File: src/rtl/tdoa_sad_if.sv
// ---------------------------------------------------------------------------
// tdoa_sad_if
// Bundles the frame input and the lag-result output of tdoa_sad_engine.
//   s_valid   frame strobe (one cycle per audio frame)
//   s_ready   engine accepts frames (FILL state)
//   s_data_a  reference channel of every pair, pair p at [p*DW +: DW]
//   s_data_b  delayed channel of every pair, same packing
//   cfg_hold  freeze pair rotation
//   busy      engine computing (CALC/DONE)
//   td_valid  one-cycle result strobe
//   td_lag    signed best lag in frames
//   td_pair   pair index of the result
//   td_sad    minimum sum of absolute differences
//   loud      loudness flag of the reference window
// master: frame source / result sink.  slave: the engine.
// ---------------------------------------------------------------------------
interface tdoa_sad_if #(
    parameter int DW     = 24,
    parameter int NPAIR  = 2,
    parameter int MAXLAG = 5,
    parameter int WIN    = 20
);
    localparam int LAGW = $clog2(MAXLAG + 1) + 1;
    localparam int PW   = (NPAIR > 1) ? $clog2(NPAIR) : 1;
    localparam int SADW = DW + $clog2(WIN) + 1;

    logic                     s_valid;
    logic                     s_ready;
    logic [NPAIR*DW-1:0]      s_data_a;
    logic [NPAIR*DW-1:0]      s_data_b;
    logic                     cfg_hold;
    logic                     busy;
    logic                     td_valid;
    logic signed [LAGW-1:0]   td_lag;
    logic [PW-1:0]            td_pair;
    logic [SADW-1:0]          td_sad;
    logic                     loud;

    modport master (
        output s_valid, s_data_a, s_data_b, cfg_hold,
        input  s_ready, busy, td_valid, td_lag, td_pair, td_sad, loud
    );

    modport slave (
        input  s_valid, s_data_a, s_data_b, cfg_hold,
        output s_ready, busy, td_valid, td_lag, td_pair, td_sad, loud
    );
endinterface

File: src/rtl/tdoa_sad_engine.sv
// ---------------------------------------------------------------------------
// tdoa_sad_engine
// Time-difference-of-arrival estimator for NPAIR multiplexed mic pairs.
// Buffers WIN+2*MAXLAG frames of the current pair, then searches lags
// -MAXLAG..+MAXLAG with one absolute difference per cycle and reports the
// lag of minimum SAD plus a loudness flag on the reference window.
// Ports:
//   clk  processing clock
//   rst  asynchronous, active-high reset
//   bus  tdoa_sad_if.slave (frame input, result output; see interface)
//
// state | meaning
// FILL  | accept frames of the current pair into the buffers
// CALC  | SAD search, one abs-diff per cycle
// DONE  | publish result, rotate pair
// ---------------------------------------------------------------------------
module tdoa_sad_engine #(
    parameter int DW       = 24,
    parameter int WIN      = 20,
    parameter int MAXLAG   = 5,
    parameter int NPAIR    = 2,
    parameter int THRES    = 16383,
    parameter int LOUD_MIN = 11
) (
    input  logic       clk,
    input  logic       rst,
    tdoa_sad_if.slave  bus
);
    localparam int L    = WIN + 2 * MAXLAG;
    localparam int NI   = 2 * MAXLAG + 1;
    localparam int KW   = $clog2(L);
    localparam int JW   = (WIN > 1) ? $clog2(WIN) : 1;
    localparam int IW   = (NI > 1) ? $clog2(NI) : 1;
    localparam int CW   = $clog2(WIN + 1);
    localparam int LAGW = $clog2(MAXLAG + 1) + 1;
    localparam int PW   = (NPAIR > 1) ? $clog2(NPAIR) : 1;
    localparam int SADW = DW + $clog2(WIN) + 1;

    typedef enum logic [1:0] {FILL, CALC, DONE} state_t;
    state_t state_q, state_d;

    logic [KW-1:0]          k_q;
    logic [JW-1:0]          j_q;
    logic [IW-1:0]          i_q;
    logic [IW-1:0]          best_q;
    logic [CW-1:0]          cnt_q;
    logic [SADW-1:0]        acc_q;
    logic [SADW-1:0]        min_q;
    logic [PW-1:0]          pair_q;
    logic                   td_valid_q;
    logic signed [LAGW-1:0] td_lag_q;
    logic [PW-1:0]          td_pair_q;
    logic [SADW-1:0]        td_sad_q;
    logic                   loud_q;

    logic [DW-1:0]          buf_a [L];
    logic [DW-1:0]          buf_b [L];

    logic [DW-1:0]          pair_a, pair_b;
    logic                   accept, last_frame, last_j, last_i;
    logic [KW-1:0]          addr_a, addr_b;
    logic [DW:0]            diff_w, abs_d;
    logic [SADW-1:0]        sum;

    always_comb begin
        pair_a = '0;
        pair_b = '0;
        for (int p = 0; p < NPAIR; p++) begin
            if (pair_q == PW'(p)) begin
                pair_a = bus.s_data_a[p*DW +: DW];
                pair_b = bus.s_data_b[p*DW +: DW];
            end
        end
    end

    assign accept     = bus.s_valid && (state_q == FILL);
    assign last_frame = accept && (k_q == KW'(L - 1));
    assign last_j     = (j_q == JW'(WIN - 1));
    assign last_i     = (i_q == IW'(NI - 1));

    // lag search: reference tap fixed at j+MAXLAG, delayed tap slides with i
    assign addr_a = KW'(j_q) + KW'(MAXLAG);
    assign addr_b = KW'(i_q) + KW'(j_q);
    assign diff_w = {1'b0, buf_a[addr_a]} - {1'b0, buf_b[addr_b]};
    assign abs_d  = diff_w[DW] ? (~diff_w + 1'b1) : diff_w;
    assign sum    = ((j_q == '0) ? '0 : acc_q) + SADW'(abs_d);

    always_ff @(posedge clk or posedge rst) begin
        if (rst) state_q <= FILL;
        else     state_q <= state_d;
    end

    always_comb begin
        state_d = state_q;
        case (state_q)
            FILL:    if (last_frame) state_d = CALC;
            CALC:    if (last_j && last_i) state_d = DONE;
            DONE:    state_d = FILL;
            default: state_d = FILL;
        endcase
    end

    // buffers are fully rewritten each FILL, so they carry no reset
    always_ff @(posedge clk) begin
        if (accept) begin
            buf_a[k_q] <= pair_a;
            buf_b[k_q] <= pair_b;
        end
    end

    always_ff @(posedge clk or posedge rst) begin
        if (rst) begin
            k_q        <= '0;
            j_q        <= '0;
            i_q        <= '0;
            best_q     <= '0;
            cnt_q      <= '0;
            acc_q      <= '0;
            min_q      <= '1;
            pair_q     <= '0;
            td_valid_q <= 1'b0;
            td_lag_q   <= '0;
            td_pair_q  <= '0;
            td_sad_q   <= '0;
            loud_q     <= 1'b0;
        end else begin
            td_valid_q <= 1'b0;
            case (state_q)
                FILL: begin
                    if (accept) begin
                        if (k_q < KW'(WIN))
                            cnt_q <= ((k_q == '0) ? '0 : cnt_q) + CW'(pair_a > DW'(THRES));
                        if (last_frame) begin
                            k_q    <= '0;
                            j_q    <= '0;
                            i_q    <= '0;
                            best_q <= '0;
                            min_q  <= '1;
                        end else begin
                            k_q <= k_q + KW'(1);
                        end
                    end
                end
                CALC: begin
                    acc_q <= sum;
                    if (last_j) begin
                        j_q <= '0;
                        i_q <= i_q + IW'(1);
                        // strict compare: on ties the earlier (more negative) lag wins
                        if (sum < min_q) begin
                            min_q  <= sum;
                            best_q <= i_q;
                        end
                    end else begin
                        j_q <= j_q + JW'(1);
                    end
                end
                DONE: begin
                    td_valid_q <= 1'b1;
                    td_lag_q   <= LAGW'(best_q) - LAGW'(MAXLAG);
                    td_sad_q   <= min_q;
                    td_pair_q  <= pair_q;
                    loud_q     <= (cnt_q >= CW'(LOUD_MIN));
                    if (!bus.cfg_hold)
                        pair_q <= (pair_q == PW'(NPAIR - 1)) ? '0 : pair_q + PW'(1);
                end
                default: ;
            endcase
        end
    end

    assign bus.s_ready  = (state_q == FILL);
    assign bus.busy     = (state_q == CALC) || (state_q == DONE);
    assign bus.td_valid = td_valid_q;
    assign bus.td_lag   = td_lag_q;
    assign bus.td_pair  = td_pair_q;
    assign bus.td_sad   = td_sad_q;
    assign bus.loud     = loud_q;
endmodule

File: src/flat_wrapper.sv
// flat-port wrapper written by rule: the top's interface ports become plain ports
module tdoa_sad_engine_flat 
#(
    parameter int DW       = 24,
    parameter int WIN      = 20,
    parameter int MAXLAG   = 5,
    parameter int NPAIR    = 2,
    parameter int THRES    = 16383,
    parameter int LOUD_MIN = 11
)
  (clk, rst, bus_s_valid, bus_s_data_a, bus_s_data_b, bus_cfg_hold, bus_s_ready, bus_busy, bus_td_valid, bus_td_lag, bus_td_pair, bus_td_sad, bus_loud);
  tdoa_sad_if #(.DW(DW), .NPAIR(NPAIR), .MAXLAG(MAXLAG), .WIN(WIN)) bus_i ();
  input  logic clk;
  input  logic rst;
  input wire logic [$bits(bus_i.s_valid)-1:0] bus_s_valid;
  input wire logic [$bits(bus_i.s_data_a)-1:0] bus_s_data_a;
  input wire logic [$bits(bus_i.s_data_b)-1:0] bus_s_data_b;
  input wire logic [$bits(bus_i.cfg_hold)-1:0] bus_cfg_hold;
  output wire logic [$bits(bus_i.s_ready)-1:0] bus_s_ready;
  output wire logic [$bits(bus_i.busy)-1:0] bus_busy;
  output wire logic [$bits(bus_i.td_valid)-1:0] bus_td_valid;
  output wire logic [$bits(bus_i.td_lag)-1:0] bus_td_lag;
  output wire logic [$bits(bus_i.td_pair)-1:0] bus_td_pair;
  output wire logic [$bits(bus_i.td_sad)-1:0] bus_td_sad;
  output wire logic [$bits(bus_i.loud)-1:0] bus_loud;
  assign bus_i.s_valid = bus_s_valid;
  assign bus_i.s_data_a = bus_s_data_a;
  assign bus_i.s_data_b = bus_s_data_b;
  assign bus_i.cfg_hold = bus_cfg_hold;
  assign bus_s_ready = bus_i.s_ready;
  assign bus_busy = bus_i.busy;
  assign bus_td_valid = bus_i.td_valid;
  assign bus_td_lag = bus_i.td_lag;
  assign bus_td_pair = bus_i.td_pair;
  assign bus_td_sad = bus_i.td_sad;
  assign bus_loud = bus_i.loud;
  tdoa_sad_engine #(.DW(DW), .WIN(WIN), .MAXLAG(MAXLAG), .NPAIR(NPAIR), .THRES(THRES), .LOUD_MIN(LOUD_MIN)) u_core (.clk(clk), .rst(rst), .bus(bus_i));
endmodule
File: config.mk
export PLATFORM = sky130hd
export DESIGN_NAME = tdoa_sad_engine_flat
export DESIGN_NICKNAME = d
export VERILOG_FILES = /design/src/rtl/tdoa_sad_if.sv /design/src/rtl/tdoa_sad_engine.sv /design/src/flat_wrapper.sv
export SDC_FILE = /design/constraint.sdc
export NUM_CORES = 2
export LEC_CHECK = 0
export BUFFER_PORTS_ARGS = -buffer_cell sky130_fd_sc_hd__buf_2
export CAP_MARGIN = 20
export CORE_ASPECT_RATIO = 0.5
export CORE_MARGIN = 5
export CORE_UTILIZATION = 60
export CTS_CLUSTER_SIZE = 20
export DETAILED_ROUTE_END_ITERATION = 10
export PLACE_DENSITY = 0.77
export SLEW_MARGIN = 30
export SYNTH_ARGS = -nofsm -noshare
export SYNTH_HDL_FRONTEND = slang
export SYNTH_SLANG_ARGS = --single-unit
File: constraint.sdc
create_clock -name clk -period 17.43 [get_ports clk]
set_clock_uncertainty 0.05 [all_clocks]
set_input_delay 3.486 -clock clk [delete_from_list [all_inputs] [get_ports clk]]
set_output_delay 3.486 -clock clk [all_outputs]
set_load 0.01 [all_outputs]
==> out/results.ini <==
[sta]
post-route-period-util_pct = 72.49
setup_violations = 0
tightest_slew_ns = 1.074
slew_viol_final = 0
post-route-min-period_ns = 12.63
hold_violations = 0
rsz0062_at_grt = no
hold_ws_ns = 0.4222
slew_headroom_pct = 28.41
fmax_mhz = 79.15
fin_tns_setup_ns = 0

[placement]
dp_hpwl_um = 86020
numPlacedInstances = 4947
portBuffers = 138
routabilityCongestion = 0.8559
dpl_cell_area_um2 = 67670

[setup_path]
critical_path_required_ns = 18.06
cp-end-kind = flop
crit_type = reg -> reg
cp_common_cell = a21o_1
slowest_stage = fa_4
crit_arrival_ns = 13.27
worstPathMaxFanout = 121
start_kind = flop
slowest_delay_ns = 1.30

[route]
antenna_left = 0
totalWireLength_um = 161400
drt_iter0_markers = 4936
dr.pass1.iters = 6
vias = 34860
drc = 0
vias_per_cell = 6.737
wl_per_cell_um = 31.19

[cts]
cts_setup_buffers = 0
clock-sinks = 1563
clock_tree.buffer_depth = 3
clk_latency_ns = 0.77
cts_buffers = 130
root_buffer = clkbuf_16
cts.clk_slew.worst_paths_ns = 0.07
cts-resized-gates = 0
cts_htree_levels = 4
cts_tree = done
postCtsHoldBufs = 0

[synth]
syn_avg_cell_area_um2 = 18.66
ys_warn_count = 0
synthArstFlopShare_pct = 7.869
ys_types = 86
synth_area_leader_cell = edfxtp_1
ys_seq_area_share_pct = 71.37
synth_top_area_share_pct = 66.58
syn-num-nets = 3680
syn_area_um2 = 64950
synth.area.top_cells = edfxtp_1 (67%), mux4_2 (13%), dfrtp_1 (3.6%)
synth_edf_count = 1440
synth_seq_cells = 1563
synth_cells = 3480
ys.flop_type = edfxtp_1

[floorplan]
dieArea_um2 = 115300
start_util_pct = 60.41
num_rows = 85
die_y_um = 242.7
core_area_um2 = 107500
io_pins = 139
die_x_um = 475.3

[cells_and_area]
design_area_um2 = 71830
drive_gt1_share_pct = 26.07
fin_util_pct = 66.81
syn2layout_area_growth_pct = 10.59
layout.nets = 3849
antenna_cells = 0
final_cells = 5175

[power]
p_sw_share_pct = 31.02
max-vdd-ir-drop_mv = 0.1014
p_switching_mw = 3.270
power.density_nw_per_um2 = 146.7
pwr-share-seq_pct = 44.8
p_clk_share_pct = 27.0
intPower_mw = 7.269
combPwrFrac_pct = 28.2
p_leak_nw = 23.80

[global_route]
grt_usage_pct = 28.33
grt_overflow = 0
grt_first_pass_wirelength_um = 234800
grt_max_degree = 122
grt_pass1_vias = 34350
antenna_found_initial = 0

[flow_run]
cap_violations = 0

[run_status]
status = completed

[min_path]
holdCritPathClass = reg -> reg

## power groups by stage
stage          combinational (mW)  clock [mW]  sequential, mW
2_1_floorplan                2.10           0            4.75
3_3_place_gp                 2.83           0            4.81
3_5_place_dp                 2.89           0            4.83
4_1_cts                      2.91        2.87            4.75
5_1_grt                      3.22        3.04            4.74
6_report                     2.98        2.84            4.72
## synth_stat cells (all sizes together), types with 8 or more instances
library cell / instances
mux2: 108
and2: 41
edfxtp: 1440
a21oi: 130
a21o: 38
nor2b: 8
a31oi: 15
nand2b: 14
dfrtp: 93
mux2i: 97
nor2: 100
and3: 12
mux4: 384
xnor2: 40
o21a: 10
o21ai: 150
nand3: 24
clkbuf: 108
xor2: 34
or3: 9
a2bb2oi: 11
nand4: 12
dfstp: 30
ha: 97
nand2: 222
inv: 67
nor3: 18
buf: 62
## final cells by class
type                            count  area [um^2]
Clock buffer                      168         3555
Tap cell                         1435         1795
Fill cell                        6735        35690
Multi-Input combinational cell   1679        18010
Sequential cell                  1563        46360
Clock inverter                     55        449.2
Timing Repair Buffer              207         1400
Inverter                           68        260.3
## flip-flops by register name, indices dropped and copies added (netlist names), 2 cells and up
signal	count
u_core.bus.td_lag	4
u_core.acc_q	30
u_core.cnt_q	5
u_core.buf_a	720
u_core.bus.td_sad	30
u_core.state_q	2
u_core.min_q	30
u_core.k_q	5
u_core.j_q	5
u_core.i_q	4
u_core.buf_b	720
u_core.best_q	4
## cells by family after synthesis
group	share of synthesized area, %
XOR/XNOR	0.9979
AO/OA/AOI/OAI	3.947
adder cells (fa/ha/maj)	1.961
multiplexers	16.68
flip-flops	71.37
buffers and inverters	1.449
AND/OR/NAND/NOR	3.591
## critical path: cells and delay by family (launching register included)
family	cells	cell delay, ns
AND/OR/NAND/NOR	13	3.49
XOR/XNOR	2	0.47
multiplexers	2	1.04
adder cells (fa/ha/maj)	5	2.60
buffers and inverters	2	0.62
flip-flops	1	0.69
AO/OA/AOI/OAI	13	3.31
## stage by stage
stage	setup WS (ns)	total power [mW]
detailed placement	4.533	7.718
global placement	4.716	7.636
finish	4.796	10.54
global route	3.893	11.00
floorplan	7.521	6.851
CTS	4.434	10.53
## cell usage in the layout, fill, tap and decap left out, types with 6 or more instances in the layout
master / n
edfxtp_1: 1440
mux4_2: 384
nand2_1: 221
buf_2: 138
clkbuf_16: 137
a21oi_1: 129
o21ai_0: 128
mux2_2: 108
mux2i_1: 97
ha_1: 94
dfrtp_1: 91
nor2_1: 70
inv_1: 66
buf_4: 52
and2_1: 38
a21o_1: 38
xnor2_1: 35
xor2_1: 32
nor2_4: 30
clkbuf_1: 30
dfstp_2: 30
nand3_1: 23
o21ai_1: 22
clkinv_1: 20
clkinv_2: 18
nor3_1: 17
a31oi_1: 15
nand2b_1: 14
and3_1: 12
nand4_1: 11
a2bb2oi_1: 11
o21a_1: 10
buf_12: 9
nor2b_1: 8
or3_1: 7
a211oi_1: 6
o31ai_1: 6
## routing by layer
metal | vias up | part of all wire (%) | global-route usage [%]
li1 | 14320 | - | -
met1 | 17990 | 40 | 43.71
met2 | 2313 | 46 | 41.83
met3 | 247 | 12 | 6.055
met4 | 0 | 2.4 | 7.876
met5 | - | 0 | 0
## worst paths after layout
kind,end,cells after the start,slack (ns),startpoint
worst max-delay path,u_core.min_q[27]$_DFFE_PP1P_,37,4.80,u_core.j_q[0]$_DFFE_PP0P_
worst min-delay path,u_core.min_q[10]$_DFFE_PP1P_,2,0.42,u_core.min_q[10]$_DFFE_PP1P_
worst max register to register,u_core.min_q[27]$_DFFE_PP1P_,37,4.80,u_core.j_q[0]$_DFFE_PP0P_
worst min register to register,u_core.min_q[10]$_DFFE_PP1P_,2,0.42,u_core.min_q[10]$_DFFE_PP1P_
max in group asynchronous,u_core.bus.td_lag[2]$_DFFE_PP0P_,3,13.36,rst
min in group asynchronous,u_core.bus.td_pair$_DFFE_PP0P_,2,2.77,rst
(Power assumes the default switching activity.)
